[src/rtl/frame_buf_rd_ctrl_pkg.sv]
// Shared types and helpers for the display-side frame-buffer read controller.
// Holds the sequencer state encoding and the derived-size functions.
package frame_buf_rd_ctrl_pkg;

    localparam int BURST_LEN_W = 16;

    typedef enum logic [1:0] {
        ST_IDLE,
        ST_REQ,
        ST_WAIT,
        ST_FIN
    } rd_state_e;

    function automatic int frame_len(input int wide, input int high);
        return wide * high;
    endfunction

    // A two-buffer system still needs one index bit.
    function automatic int idx_w(input int nbufs);
        return (nbufs <= 2) ? 1 : $clog2(nbufs);
    endfunction

endpackage

[src/rtl/frame_buf_tracker.sv]
// Remembers which buffer the writer finished last and whether it is unread.
// Provides the buffer to lock onto at a frame start, including same-cycle bypass.
module frame_buf_tracker
    import frame_buf_rd_ctrl_pkg::*;
#(
    parameter  int NUM_BUFS = 3,
    localparam int IDX_W    = idx_w(NUM_BUFS)
) (
    input  logic             clk_i,
    input  logic             rst_ni,
    input  logic             wr_done_i,
    input  logic [IDX_W-1:0] wr_buf_idx_i,
    input  logic             take_i,
    output logic [IDX_W-1:0] sel_idx_o,
    output logic             is_repeat_o
);

    logic [IDX_W-1:0] last_done_q, last_done_d;
    logic             new_flag_q, new_flag_d;
    logic             wr_valid;

    // Out-of-range indices come from a misconfigured writer and are dropped.
    assign wr_valid    = wr_done_i && (32'(wr_buf_idx_i) < 32'(NUM_BUFS));
    assign sel_idx_o   = wr_valid ? wr_buf_idx_i : last_done_q;
    assign is_repeat_o = !(wr_valid || new_flag_q);

    always_comb begin
        last_done_d = last_done_q;
        new_flag_d  = new_flag_q;
        if (wr_valid) begin
            last_done_d = wr_buf_idx_i;
            new_flag_d  = 1'b1;
        end
        // A bypassed write is consumed by the start that sees it.
        if (take_i) begin
            new_flag_d = 1'b0;
        end
    end

    always_ff @(posedge clk_i or negedge rst_ni) begin
        if (!rst_ni) begin
            last_done_q <= '0;
            new_flag_q  <= 1'b0;
        end else begin
            last_done_q <= last_done_d;
            new_flag_q  <= new_flag_d;
        end
    end

endmodule

[src/rtl/frame_buf_rd_ctrl.sv]
// N-buffer SDRAM frame-read controller: locks onto the newest written buffer at
// each display frame start and reads it as a sequence of req/ack/done bursts.
module frame_buf_rd_ctrl
    import frame_buf_rd_ctrl_pkg::*;
#(
    parameter  int SDRAM_ADDRS_DW    = 21,
    parameter  int IMAGE_WIDE_LENGTH = 256,
    parameter  int IMAGE_HIGH_LENGTH = 192,
    parameter  int NUM_BUFS          = 3,
    parameter  int BUF_STRIDE        = 65536,
    parameter  int BURST_LEN         = 256,
    localparam int IDX_W             = idx_w(NUM_BUFS)
) (
    input  logic                      i_clk,
    input  logic                      i_rst_n,
    input  logic                      i_image_start,
    input  logic [SDRAM_ADDRS_DW-1:0] i_base_addr,
    input  logic                      i_wr_done,
    input  logic [IDX_W-1:0]          i_wr_buf_idx,
    output logic                      o_burst_req,
    output logic [SDRAM_ADDRS_DW-1:0] o_burst_addr,
    output logic [BURST_LEN_W-1:0]    o_burst_len,
    input  logic                      i_burst_ack,
    input  logic                      i_burst_done,
    output logic [IDX_W-1:0]          o_rd_buf_idx,
    output logic                      o_busy,
    output logic                      o_frame_done,
    output logic                      o_repeat,
    output logic                      o_overrun,
    output logic [31:0]               o_data_length
);

    localparam int FRAME_LEN = frame_len(IMAGE_WIDE_LENGTH, IMAGE_HIGH_LENGTH);
    localparam logic [SDRAM_ADDRS_DW-1:0] STRIDE_A = SDRAM_ADDRS_DW'(BUF_STRIDE);

    rd_state_e                 state_q, state_d;
    logic [2:0]                sync_q;
    logic [IDX_W-1:0]          rd_idx_q, rd_idx_d;
    logic [SDRAM_ADDRS_DW-1:0] addr_q, addr_d;
    logic [31:0]               remaining_q, remaining_d;
    logic                      pend_done_q, pend_done_d;
    logic                      repeat_q, repeat_d;
    logic                      overrun_q, overrun_d;
    logic                      start_edge;
    logic                      take;
    logic [IDX_W-1:0]          sel_idx;
    logic                      is_repeat;
    logic [BURST_LEN_W-1:0]    cur_len;

    // Two synchroniser stages plus one history stage for the 0->1 detect.
    assign start_edge = sync_q[1] && !sync_q[2];
    assign take       = start_edge && (state_q == ST_IDLE);

    assign cur_len = (remaining_q < 32'(BURST_LEN)) ? remaining_q[BURST_LEN_W-1:0]
                                                    : BURST_LEN_W'(BURST_LEN);

    frame_buf_tracker #(
        .NUM_BUFS (NUM_BUFS)
    ) u_tracker (
        .clk_i        (i_clk),
        .rst_ni       (i_rst_n),
        .wr_done_i    (i_wr_done),
        .wr_buf_idx_i (i_wr_buf_idx),
        .take_i       (take),
        .sel_idx_o    (sel_idx),
        .is_repeat_o  (is_repeat)
    );

    always_comb begin
        state_d     = state_q;
        rd_idx_d    = rd_idx_q;
        addr_d      = addr_q;
        remaining_d = remaining_q;
        pend_done_d = pend_done_q;
        repeat_d    = 1'b0;
        overrun_d   = start_edge && (state_q != ST_IDLE);
        unique case (state_q)
            ST_IDLE: begin
                if (start_edge) begin
                    rd_idx_d    = sel_idx;
                    repeat_d    = is_repeat;
                    remaining_d = 32'(FRAME_LEN);
                    addr_d      = i_base_addr + SDRAM_ADDRS_DW'(sel_idx) * STRIDE_A;
                    pend_done_d = 1'b0;
                    state_d     = ST_REQ;
                end
            end
            ST_REQ: begin
                // A done coincident with the ack is replayed in WAIT.
                if (i_burst_ack) begin
                    pend_done_d = i_burst_done;
                    state_d     = ST_WAIT;
                end
            end
            ST_WAIT: begin
                if (i_burst_done || pend_done_q) begin
                    pend_done_d = 1'b0;
                    addr_d      = addr_q + SDRAM_ADDRS_DW'(cur_len);
                    remaining_d = remaining_q - 32'(cur_len);
                    state_d     = (remaining_q == 32'(cur_len)) ? ST_FIN : ST_REQ;
                end
            end
            ST_FIN: begin
                state_d = ST_IDLE;
            end
            default: begin
                state_d = ST_IDLE;
            end
        endcase
    end

    always_ff @(posedge i_clk or negedge i_rst_n) begin
        if (!i_rst_n) begin
            state_q     <= ST_IDLE;
            sync_q      <= '0;
            rd_idx_q    <= '0;
            addr_q      <= '0;
            remaining_q <= '0;
            pend_done_q <= 1'b0;
            repeat_q    <= 1'b0;
            overrun_q   <= 1'b0;
        end else begin
            state_q     <= state_d;
            sync_q      <= {sync_q[1:0], i_image_start};
            rd_idx_q    <= rd_idx_d;
            addr_q      <= addr_d;
            remaining_q <= remaining_d;
            pend_done_q <= pend_done_d;
            repeat_q    <= repeat_d;
            overrun_q   <= overrun_d;
        end
    end

    assign o_burst_req   = (state_q == ST_REQ);
    assign o_burst_addr  = addr_q;
    assign o_burst_len   = cur_len;
    assign o_rd_buf_idx  = rd_idx_q;
    assign o_busy        = (state_q != ST_IDLE);
    assign o_frame_done  = (state_q == ST_FIN);
    assign o_repeat      = repeat_q;
    assign o_overrun     = overrun_q;
    assign o_data_length = 32'(FRAME_LEN);

endmodule
[config.mk]
export PLATFORM = sky130hd
export DESIGN_NAME = frame_buf_rd_ctrl
export DESIGN_NICKNAME = d
export VERILOG_FILES = /design/src/rtl/frame_buf_rd_ctrl_pkg.sv /design/src/rtl/frame_buf_tracker.sv /design/src/rtl/frame_buf_rd_ctrl.sv
export SDC_FILE = /design/constraint.sdc
export NUM_CORES = 1
export LEC_CHECK = 0
export CELL_PAD_IN_SITES_DETAIL_PLACEMENT = 1
export CELL_PAD_IN_SITES_GLOBAL_PLACEMENT = 2
export CORE_MARGIN = 2
export CORE_UTILIZATION = 29
export DETAILED_ROUTE_END_ITERATION = 16
export GPL_TIMING_DRIVEN = 0
export HOLD_SLACK_MARGIN = 0.08
export PLACE_DENSITY = 0.82
export SLEW_MARGIN = 10
export SYNTH_ARGS = -nofsm -noshare
export SYNTH_HDL_FRONTEND = slang
export SYNTH_SLANG_ARGS = --single-unit
export TNS_END_PERCENT = 30
[constraint.sdc]
create_clock -name i_clk -period 7 [get_ports i_clk]
set_input_delay 1.4 -clock i_clk [delete_from_list [all_inputs] [get_ports i_clk]]
set_output_delay 1.4 -clock i_clk [all_outputs]
set_load 0.03 [all_outputs]
### Word-level counts from Yosys, hierarchy flattened

Cells that the tools add are included.
Widths: inputs -> output; s select.

| storage, ports and cells | value |
|---|---|
| bits in registers | 66 |

| cells by class | value |
|---|---|
| $add $sub $neg | 3 |
| $lt $le $gt $ge | 2 |
| eq/ne operators | 7 |
| mux-type cells | 21 |
| reduce and logical (&&, ||, !) cells | 17 |

Operators by type and width:

| kind | count |
|---|---|
| $mux 32 | 2 |
| $pmux 32 s2 | 1 |
| $mux 21 | 2 |
| $pmux 21 s2 | 1 |
| $eq 32x16->1 | 1 |
| $lt 32x9->1 const B | 1 |
| $sub 32x16->32 | 1 |
| $add 21x16->21 | 1 |
| $add 21x18->21 | 1 |
| $mux 16 | 1 |
| $mux 2 | 5 |
| $pmux 2 s4 | 1 |
| $mux 1 | 7 |
| $reduce_and 3->1 | 2 |
| $reduce_bool 2->1 | 3 |
| $eq 2x2->1 const B | 2 |
| $logic_and 1x1->1 | 4 |
| $ne 2x2->1 const B | 2 |
| $reduce_and 4->1 | 1 |
| $pmux 1 s3 | 1 |
| $reduce_bool 3->1 | 1 |
| $eq 2x1->1 const B | 1 |
| $logic_not 1->1 | 2 |
| $logic_not 2->1 | 1 |
| other kinds (4) | 5 |

### Logic depth before layout (Yosys ltp)

Gate-level depths: netlist of run 1.

| depth | value |
|---|---|
| word-level depth | 6 |
| depth in mapped cells | 15 |
| depth with buffers taken out | 12 |

### Modules after synthesis

Synthesis of run 1 repeated with hierarchy kept, for this count alone.

| unflattened totals | value |
|---|---|
| cells, all modules | 513 |
| area, all modules | 4468.0 um^2 |

Modules (own cells, without submodules):

| module | instances | cells each | area an instance (um^2) |
|---|---|---|---|
| frame_buf_rd_ctrl | 1 | 500 | 4336.7 |
| frame_buf_tracker | 1 | 13 | 131.4 |

### Worst setup path after synthesis of run 1

No wires, ideal clock.

| timing path | value |
|---|---|
| kind | reg2reg |
| from | register remaining_q[12] |
| to | register addr_q[17], in the netlist o_burst_addr[17] |
| library setup time | 0.111 ns |
| arrival time | 4.986 ns |
| data required time | 6.889 ns |
| path slack | 1.903 ns |
| cell stages (with the launch flop) | 15 |
| path buffers | 3 |
| cells stage by stage | dfrtp_1 -> or4_1 -> clkbuf_2 -> or4_1 -> buf_2 -> nor4_1 -> clkbuf_1 -> and2_1 -> ha_1 -> and3_1 -> a221o_1 -> a2111oi_0 -> a21oi_1 -> mux2i_1 -> a222oi_1 |

| between the ends | value |
|---|---|
| longest elaborated chain between the ends | 5 |

Ends and longest elaborated chain:

| element | RTL line | source |
|---|---|---|
| start, declared | frame_buf_rd_ctrl.sv:40 | `logic [31:0] remaining_q, remaining_d;` |
| start signal, assigned | frame_buf_rd_ctrl.sv:127 | `remaining_q <= remaining_d;` |
| $lt 32x9->1 | frame_buf_rd_ctrl.sv:54 | `assign cur_len = (remaining_q < 32'(BURST_LEN)) ? remaining_q[BURST_LEN_W-1:0]` |
| $mux 16 | frame_buf_rd_ctrl.sv:54 |  |
| net o_burst_len[7] | frame_buf_rd_ctrl.sv:22 | `output logic [BURST_LEN_W-1:0] o_burst_len,` |
| $add 21x16->21 | frame_buf_rd_ctrl.sv:98 | `addr_d = addr_q + SDRAM_ADDRS_DW'(cur_len);` |
| $mux 21 | frame_buf_rd_ctrl.sv:96 | `if (i_burst_done \|\| pend_done_q) begin` |
| $pmux 21 s2 | frame_buf_rd_ctrl.sv:77 | `unique case (state_q)` |
| end signal, assigned | frame_buf_rd_ctrl.sv:126 | `addr_q <= addr_d;` |
| end, declared | frame_buf_rd_ctrl.sv:39 | `logic [SDRAM_ADDRS_DW-1:0] addr_q, addr_d;` |

The timed path passes the listed nets, and every way through them passes these cells. The select of a mux whose other input is x is not followed.
A chain may end at the register's enable or synchronous reset.

### Final worst setup path of run 1

| timing path | value |
|---|---|
| from | register remaining_q[12] |
| to | register addr_q[16], in the netlist o_burst_addr[16] |

| between the ends | value |
|---|---|
| longest elaborated chain between the ends | 5 |

Ends and longest elaborated chain:

| element | RTL line |
|---|---|
| $lt 32x9->1 | frame_buf_rd_ctrl.sv:54 |
| $mux 16 * | frame_buf_rd_ctrl.sv:54 |
| $add 21x16->21 * | frame_buf_rd_ctrl.sv:98 |
| $mux 21 * | frame_buf_rd_ctrl.sv:96 |
| $pmux 21 s2 * | frame_buf_rd_ctrl.sv:77 |

Mark *: on every way between the ends. The rest lies on a longest branch, timed or not. The select of a mux whose other input is x is not followed.

==> out/results.txt, run 1 <==
CTS root buf = clkbuf_16
CP Data Arrival Time = 5.74 ns
Least-Margin Pin Slew = 0.942 ns
fin cells = 812
Die Ht = 127 um
largest family of logic cells by synthesized area = simple AND/OR/NAND/NOR gates
Worst Path Required = 7.19 ns
clk sinks = 66
GRT Overall Usage = 0.170
Area Growth Syn to Fin = 30.8%
Setup TNS = 0 ns
first-pass detailed-route iteration total = 4
critical path's slowest cell = a2111oi_1
PnR worst setup slack = 1.44 ns
placed cell count = 796
ant diodes = 0
Pwr Total = 2.11 mW
synth cell count leaders = dfrtp_1 (66), nor2_1 (42), nand2_1 (41)
post-synthesis adder-cell area fraction = 0.0634
global-route met2 utilization = 0.288
Die X = 127 um
cell mode on critical path = or4_1
Leak = 2.58 nW
Yosys top cell by area = dfrtp_1
Worst setup SP type = register
sequential share of the synthesized area = 0.377
Final ANT Viol Nets = 0
min cycle time layout = 5.56 ns
CP max FO = 10
Max Cap Violations = 0
final hold vios = 0
RSZ-0062 raised after global routing = no
largest net degree at the start of global routing = 37
total number of vias = 4,060
Synth Instances = 501
pre-CTS setup slack = 1.17 ns
WP buf/inv = 3
vias in the first global route = 4,263
final setup violating endpoints = 0
Post-synth EDFFs = 0
post-synthesis compound-gate area fraction = 0.174
H-Tree Depth = 3
critical-path cell list = or4_1 -> clkbuf_2 -> or4_1 -> buf_2 -> nor4_1 -> clkbuf_1 -> and2_1 -> ha_1 -> and3_1 -> a221o_1 -> a2111oi_1 -> a21boi_0 -> mux2i_1 -> a21oi_1
YS warnings = 0
post_cts resized = 0
Post-Synth Simple-Gate Area = 0.215
count leader, synth = dfrtp_1
CP top delay family = simple AND/OR/NAND/NOR gates
status = finished clean
max-slew violation count = 0
vias per std cell = 5.00
Initial Utilization = 0.299
kind of critical path = reg2reg
Die ar. = 0.0161 mm2
Min-Delay Path Class = reg2reg
FFs w/ async S/R, synth = 1.00
Clock Path Buffers = 2
Skew-Pair Late Insertion Delay = 0.35 ns
Setup Skew = 0.0139 ns
period utilization = 0.794
Cell Pwr Density = 369 mW/mm2
fin nets = 673
# IOs = 105
standard-cell rows = 44
max incr delay on CP = 0.91 ns
WL/cell = 16.4 um
fraction of layout cells with a size suffix above 1 = 0.115
FF+latch count, synth = 66
initial antenna violation count = 0
Fmax = 0.180 GHz
DRC violations left = 0
Worst VDD drop = 0.000160 V
GP Congestion = 0.818
crit end category = register
initial DRC count = 164
total CTS buffers = 9
Post-CTS Setup Bufs = 0
Most used DFF post-synth = dfrtp_1
Post-CTS Hold Buffers = 0
GR Util met1 = 0.216
post-synth cell types = 59
Avg Cell Area, Syn = 8.75 um2
final wirelength = 13,300 um
synth top area cells = dfrtp_1 (38%), buf_4 (6.7%), ha_1 (5.4%)
CTS tree = yes
I/O Buffers = 65
first-pass GRT wire length = 21,900 um
Worst slew margin = 0.370
total congestion overflow = 0
Final HPWL DP = 9960 um
post-synthesis xor/xnor area fraction = 0.0539
mux contribution to synthesized area = 0.0140
busiest layer in global routing = met2
GRT met3 Usage = 0.0266
Clock transition at path regs = 0.06 ns
Yosys top cell area share = 0.377
Syn Std Cell Area = 0.00438 mm2
Core Area = 0.0146 mm2
==> worst paths after layout <==
check / endpoint / depth (start not counted) / slack (ns) / from
worst max-delay path: o_burst_addr[16] / 14 / 1.44 / remaining_q[12]
worst min-delay path: sync_q[1] / 0 / 0.36 / sync_q[0]
worst max register to register: o_burst_addr[16] / 14 / 1.44 / remaining_q[12]
worst min register to register: sync_q[1] / 0 / 0.36 / sync_q[0]
max in group asynchronous: remaining_q[10] / 2 / 5.45 / i_rst_n
min in group asynchronous: o_repeat / 1 / 1.00 / i_rst_n
==> report_power, final <==
group	internal, mW	leakage (nW)	switching, mW
logic	0.423	1.61	0.665
clock network	0.249	0.134	0.184
registers	0.487	0.839	0.105
==> layout by cell type (no fill, tap or decap), drive strengths merged, types with 3 or more instances in the layout <==
cell and n:
a2111oi 3, a211oi 3, a21o 5, a21oi 32
a31oi 8, and2 15, and3 4, buf 43
clkbuf 32, clkdlybuf4s50 64, clkinv 4, conb 47
dfrtp 66, ha 19, inv 15, mux2i 5
nand2 41, nand2b 5, nand3 8, nand4 4
nor2 42, nor2b 4, nor3 11, nor3b 6
nor4 13, o211ai 9, o21a 3, o21ai 26
o22ai 9, o31ai 4, o41ai 3, or2 6
or3 7, or4 10, xnor2 25
==> cell type report <==
type,count,area (um2)
inverter,15,56.3
fill,1723,8910
clock buffer,10,239
tap,184,230
timing repair buffer,66,668
sequential,66,1650
multi-input combinational,402,2460
buffer,63,385
clock inverter,6,42.5
==> through the flow <==
step / area (um2) / utilization / hold WS (ns)
2_1_floorplan: 4550 / - / 0.331
3_3_place_gp: 5430 / 0.371 / 0.339
3_5_place_dp: 5450 / 0.372 / 0.342
4_1_cts: 5730 / 0.391 / 0.360
5_1_grt: 5730 / 0.392 / 0.365
6_report: 5730 / 0.392 / 0.356
==> kinds of logic (layout without fill, tap and decap cells) <==
group | count (synthesis) | count (layout)
adders and majority gates | 21 | 21
xor gates and xnor gates | 27 | 27
other | 2 | 47
DFF | 66 | 66
AOI/OAI and AO/OA | 120 | 120
and+or+nand+nor | 181 | 181
muxes | 6 | 6
buffers and inverters | 78 | 160
==> registers in the layout, summed over array words and instances, names as in the netlist <==
name	cells
state_q	2
o_burst_addr	21
sync_q	3
remaining_q	32
u_tracker.new_flag_q	1
pend_done_q	1
o_repeat	1
o_overrun	1
u_tracker.last_done_q	2
o_rd_buf_idx	2
==> metal layers <==
layer / wire length [um] / vias up
met5: 0 / -
met1: 6120 / 1987
li1: - / 1955
met4: 300 / 0
met3: 508 / 23
met2: 6390 / 95
(Power assumes the default switching activity.)
==> run 2: changes to the inputs <==
Clock period 7 ns to 5.3 ns, I/O delays scaled along.
==> out/results.txt, run 2 (synthesis gave the netlist of run 1 again) <==
status = finished clean
Post-CTS Hold Buffers = 0 (unchanged)
Skew-Pair Late Insertion Delay = 0.35 ns (about the same)
Clock transition at path regs = 0.06 ns (about the same)
WL met2 = 6350 um (-0.59%)
reg2reg end = o_burst_addr[17]
Cell Pwr Density = 488 mW/mm2 (+32%)
GRT Overall Usage = 0.170 (unchanged)
final setup violating endpoints = 0 (unchanged)
standard-cell rows = 44 (unchanged)
Die ar. = 0.0161 mm2 (unchanged)
first-pass detailed-route iteration total = 4 (unchanged)
vias in the first global route = 4,263 (unchanged)
Least-Margin Pin Slew = 0.861 ns (-0.0812 ns)
vias per std cell = 4.99 (-0.17%)
DRC violations left = 0 (unchanged)
Max Cap Violations = 0 (unchanged)
M1 WL = 6150 um (+0.46%)
I/O Buffers = 65 (unchanged)
first-pass GRT wire length = 21,900 um (unchanged)
Clock Path Buffers = 2 (unchanged)
Worst Path Required = 5.53 ns (-1.66 ns)
fin nets = 673 (unchanged)
Worst VDD drop = 0.000212 V (+32%)
Initial Utilization = 0.299 (unchanged)
min cycle time layout = 4.89 ns (-0.665 ns)
final wirelength = 13,300 um (-0.11%)
Reg with most FFs = remaining_q
total congestion overflow = 0 (unchanged)
H-Tree Depth = 3 (unchanged)
final core occ = 0.393 (+0.00162)
worst r2r src = remaining_q[12]
period utilization = 0.923 (+0.129)
clock share of power = 0.204 (about the same)
# IOs = 105 (unchanged)
CP Data Arrival Time = 5.12 ns (-0.62 ns)
top layer in use = met4
max-slew violation count = 0 (unchanged)
Reg2Reg Depth = 14 (unchanged)
max reg flops = 32 (unchanged)
Final ANT Viol Nets = 0 (unchanged)
Area Growth Syn to Fin = 31.3%
kind of critical path = reg2reg
WL/cell = 16.4 um (-0.11%)
crit end category = register
Die X = 127 um (unchanged)
CTS root buf = clkbuf_16
Worst Hold Depth = 0 (unchanged)
Seq pwr share = 0.279 (about the same)
largest net degree at the start of global routing = 37 (unchanged)
Min-Delay Path Class = reg2reg
worst hold endpoint = sync_q[1]
sw frac = 0.452 (about the same)
total number of vias = 4,053 (-0.17%)
Worst slew margin = 0.421 (+0.0509)
Post-CTS Setup Bufs = 0 (unchanged)
Leak = 2.58 nW (+0.18%)
Setup TNS = 0 ns (unchanged)
total CTS buffers = 9 (unchanged)
Fmax = 0.204 GHz (+14%)
Filler Cell Count = 1,720 (-0.17%)
Core Area = 0.0146 mm2 (unchanged)
initial antenna violation count = 0 (unchanged)
FF-to-FF setup slack = 0.41 ns (-1.04 ns)
Die Ht = 127 um (unchanged)
clk sinks = 66 (unchanged)
Comb pwr share = 0.517 (+0.002)
CP max FO = 10 (unchanged)
initial DRC count = 186 (+13%)
ant diodes = 0 (unchanged)
Int Pwr = 1.54 mW (+33%)
RSZ-0062 raised after global routing = no
most common cell after layout, fill and taps aside = dfrtp_1
CTS tree = yes
fraction of layout cells with a size suffix above 1 = 0.118 (+0.00318)
final hold vios = 0 (unchanged)
Final HPWL DP = 9960 um (unchanged)
hold path start = sync_q[0]
most frequent cells in the layout = dfrtp_1 (66), clkdlybuf4s50_1 (64), conb_1 (47)
Met3 Wirelength = 504 um (-0.79%)
Worst setup SP type = register
switching power = 1.27 mW (+33%)
GP Congestion = 0.818 (unchanged)
Setup Skew = 0.0140 ns (+0.000156 ns)
-- run 2: cell counts in the layout (fill, tap and decap cells not counted) --
No cell type changed its count.
-- run 2: metrics by stage --
stage | hold WS (ns) | power, mW | area [um2] | instances | setup WS, ns
2_1_floorplan | 0.331 | 1.72 | 4550 | 546 | 0.203
3_3_place_gp | 0.339 | 2.17 | 5430 | 795 | -0.430
3_5_place_dp | 0.342 | 2.22 | 5450 | 796 | -0.533
4_1_cts | 0.360 | 2.81 | 5740 | 812 | 0.0340
5_1_grt | 0.365 | 3.01 | 5760 | 812 | 0.0424
6_report | 0.356 | 2.81 | 5760 | 812 | 0.408
-- run 2: critical path, cell delays in order (launching register included) --
cell       delay [ns]
dfrtp_1          0.40
or4_1            0.53
clkbuf_2         0.17
or4_1            0.39
buf_2            0.18
nor4_2           0.48
clkbuf_1         0.34
and2_1           0.24
ha_1             0.31
and3_1           0.21
a221o_1          0.48
a2111oi_4        0.51
a21oi_1          0.14
mux2i_1          0.14
a222oi_1         0.27
-- run 2: final cells by class --
class                           count  area (um2)  share of cell area
Clock inverter                      6        42.5             0.00739
Tap cell                          184         230              0.0400
Buffer                             63         385              0.0669
Sequential cell                    66        1650               0.287
Multi-Input combinational cell    402        2480               0.432
Inverter                           15        56.3             0.00978
Clock buffer                       10         239              0.0415
Timing Repair Buffer               66         668               0.116
-- run 2: worst max-delay path by stage --
| stage | slack (ns) | endpoint | cells past startpoint | start |
|---|---|---|---|---|
| after floorplan | 0.20 | o_burst_addr[17] | 14 | remaining_q[12] |
| after global placement | -0.43 | o_burst_addr[16] | 14 | remaining_q[12] |
| after detailed placement | -0.53 | o_burst_addr[16] | 14 | remaining_q[12] |
| after CTS | 0.03 | o_burst_addr[16] | 14 | remaining_q[12] |
| after global routing | 0.04 | o_burst_addr[17] | 14 | remaining_q[12] |
| final | 0.41 | o_burst_addr[17] | 14 | remaining_q[12] |
-- run 2: what timing repair did --
action / CTS / global route
setup endpoints to repair: 4 / 5
pin swaps: 0 / 0
gates resized for setup: 2 / 2
endpoints found under the hold margin: 0 / 0
-- run 2: power groups by stage --
stage | sequential, mW | clock, mW | combinational, mW
floorplan | 0.927 | 0 | 0.790
global placement | 0.781 | 0 | 1.39
detailed placement | 0.791 | 0 | 1.43
CTS | 0.782 | 0.584 | 1.44
global route | 0.806 | 0.606 | 1.60
finish | 0.782 | 0.573 | 1.45
-- run 2: metal layers --
metal	global-route usage	up-vias
li1	-	1953
met1	0.216	1980
met2	0.288	97
met3	0.0266	23
met4	0.0698	0
met5	0	-
==> run 3: changes to the inputs <==
Settings changed: CORE_UTILIZATION 29 to 30, PLACE_DENSITY 0.82 to 0.84.
Clock period 5.3 ns to 5.4 ns, I/O delays scaled along.
==> out/results.txt, run 3 (synthesis gave the netlist of run 1 again) <==
standard-cell rows = 44 (unchanged)
total CTS buffers = 9 (unchanged)
# IOs = 105 (unchanged)
Post-CTS Hold Buffers = 0 (unchanged)
global-route met2 utilization = 0.293 (+0.00409)
GRT Overall Usage = 0.171 (+0.000946)
Cell Pwr Density = 484 mW/mm2 (-0.65%)
Post-CTS Setup Bufs = 0 (unchanged)
max reg flops = 32 (unchanged)
Worst VDD drop = 0.000187 V (-12%)
Clock Path Buffers = 2 (unchanged)
first-pass detailed-route iteration total = 4 (unchanged)
fraction of layout cells with a size suffix above 1 = 0.115 (-0.00300)
final setup violating endpoints = 0 (unchanged)
worst r2r src = remaining_q[12]
CP max FO = 10 (unchanged)
Worst Path Required = 5.63 ns (+0.10 ns)
Worst setup SP type = register
GP Congestion = 0.813 (-0.64%)
kind of critical path = reg2reg
CTS tree = yes
Setup TNS = 0 ns (unchanged)
Final HPWL DP = 9850 um (-1.1%)
Die ar. = 0.0156 mm2 (-3.2%)
Die X = 125 um (-1.6%)
final wirelength = 13,100 um (-1.3%)
max-slew violation count = 0 (unchanged)
total congestion overflow = 0 (unchanged)
Filler Cell Count = 1,733 (+0.76%)
worst hold endpoint = sync_q[1]
Reg2Reg Depth = 14 (unchanged)
vias in the first global route = 4,190 (-1.7%)
WL/cell = 16.2 um (-1.1%)
Int Pwr = 1.58 mW (+2.6%)
hold path start = sync_q[0]
reg2reg end = o_burst_addr[17]
critical path's slowest cell = nor4_2
I/O Buffers = 65 (unchanged)
CTS root buf = clkbuf_16
GRT met3 Usage = 0.0249 (-0.00166)
Initial Utilization = 0.304 (+0.00457)
period utilization = 0.922 (-0.00126)
Final ANT Viol Nets = 0 (unchanged)
total number of vias = 4,031 (-0.54%)
most frequent cells in the layout = dfrtp_1 (66), clkdlybuf4s50_1 (64), conb_1 (47)
Pwr Total = 2.80 mW (-0.24%)
most common cell after layout, fill and taps aside = dfrtp_1
RSZ-0062 raised after global routing = no
critical-path cell list = or4_1 -> clkbuf_2 -> or4_1 -> buf_2 -> nor4_2 -> clkbuf_1 -> and2_1 -> ha_1 -> and3_1 -> a221o_1 -> a2111oi_4 -> a21oi_1 -> mux2i_1 -> a222oi_1
Worst Hold Depth = 0 (unchanged)
busiest layer in global routing = met2
max incr delay on CP = 0.53 ns (about the same)
Core Area = 0.0144 mm2 (-1.5%)
Worst slew margin = 0.465 (+0.0438)
Comb pwr share = 0.509 (-0.008)
GR Util met1 = 0.224 (+0.00769)
Reg with most FFs = remaining_q
initial antenna violation count = 0 (unchanged)
Setup Skew = 0.00784 ns (-0.00617 ns)
switching power = 1.22 mW (-3.7%)
min cycle time layout = 4.98 ns (+0.0855 ns)
Max Cap Violations = 0 (unchanged)
H-Tree Depth = 3 (unchanged)
Skew-Pair Late Insertion Delay = 0.34 ns (about the same)
Leak = 2.60 nW (+0.67%)
crit end category = register
DRC violations left = 0 (unchanged)
clk sinks = 66 (unchanged)
ant diodes = 0 (unchanged)
Seq pwr share = 0.274 (-0.005)
Min-Delay Path Class = reg2reg
final hold vios = 0 (unchanged)
clock share of power = 0.217 (+0.013)
Die Ht = 125 um (-1.6%)
fin nets = 673 (unchanged)
Area Growth Syn to Fin = 31.9%
cell mode on critical path = or4_1
FF-to-FF setup slack = 0.42 ns (about the same)
CP Data Arrival Time = 5.20 ns (+0.08 ns)
initial DRC count = 229 (+23%)
Clock transition at path regs = 0.05 ns (about the same)
largest net degree at the start of global routing = 36 (-2.7%)
vias per std cell = 4.97 (-0.42%)
Least-Margin Pin Slew = 0.796 ns (-0.0652 ns)
Fmax = 0.201 GHz (-1.7%)
first-pass GRT wire length = 21,700 um (-0.85%)
sw frac = 0.436 (-0.0157)
status = finished clean
Hold WS = 0.345 ns (-0.0109 ns)
==> run 3: final cells by class <==
cell class                      count  area (um2)  share of cell area
Tap cell                          184         230              0.0398
Buffer                             63         385              0.0667
Multi-Input combinational cell    402        2480               0.430
Clock buffer                       13         270              0.0467
Inverter                           15        56.3             0.00974
Timing Repair Buffer               66         668               0.116
Sequential cell                    66        1650               0.286
Clock inverter                      2        35.0             0.00606
==> run 3: worst max-delay path by stage <==
stage	startpoint	endpoint	slack, ns
after CTS	remaining_q[12]	o_burst_addr[17]	0.02
after global placement	remaining_q[12]	o_burst_addr[16]	-0.30
after detailed placement	remaining_q[12]	o_burst_addr[16]	-0.48
after global routing	remaining_q[10]	o_burst_addr[16]	0.08
after floorplan	remaining_q[12]	o_burst_addr[17]	0.30
final	remaining_q[12]	o_burst_addr[17]	0.42
==> run 3: routing by layer <==
| metal | wire length [um] | vias to the layer above |
|---|---|---|
| met5 | 0 | - |
| met4 | 191 | 0 |
| met3 | 429 | 13 |
| met2 | 6370 | 80 |
| met1 | 6150 | 1981 |
| li1 | - | 1957 |
==> run 3: critical path, delay by kind of cell (launching register included) <==
kind / cells / cell delay, ns
and+or+nand+nor: 5 / 1.90
adders and majority gates: 1 / 0.30
DFF: 1 / 0.40
muxes: 1 / 0.14
AOI/OAI and AO/OA: 4 / 1.43
buffers and inverters: 3 / 0.69
==> run 3: power by group through the flow <==
| stage | Sequential [mW] | Clock, mW | Combinational [mW] |
|---|---|---|---|
| global route | 0.793 | 0.649 | 1.56 |
| finish | 0.768 | 0.608 | 1.42 |
| CTS | 0.769 | 0.626 | 1.42 |
| detailed placement | 0.776 | 0 | 1.40 |
| floorplan | 0.910 | 0 | 0.776 |
| global placement | 0.766 | 0 | 1.36 |
==> run 3: what timing repair did <==
item,in CTS,in global routing
pin swaps,0,0
gates resized for setup,2,2
setup endpoints to repair,4,14
==> run 3: per-stage QoR <==
step	setup WS, ns	instance area (um2)	utilization	cells
2_1_floorplan	0.303	4550	-	546
3_3_place_gp	-0.296	5430	0.377	795
3_5_place_dp	-0.477	5450	0.378	796
4_1_cts	0.0245	5760	0.400	811
5_1_grt	0.0822	5780	0.401	811
6_report	0.423	5780	0.401	811
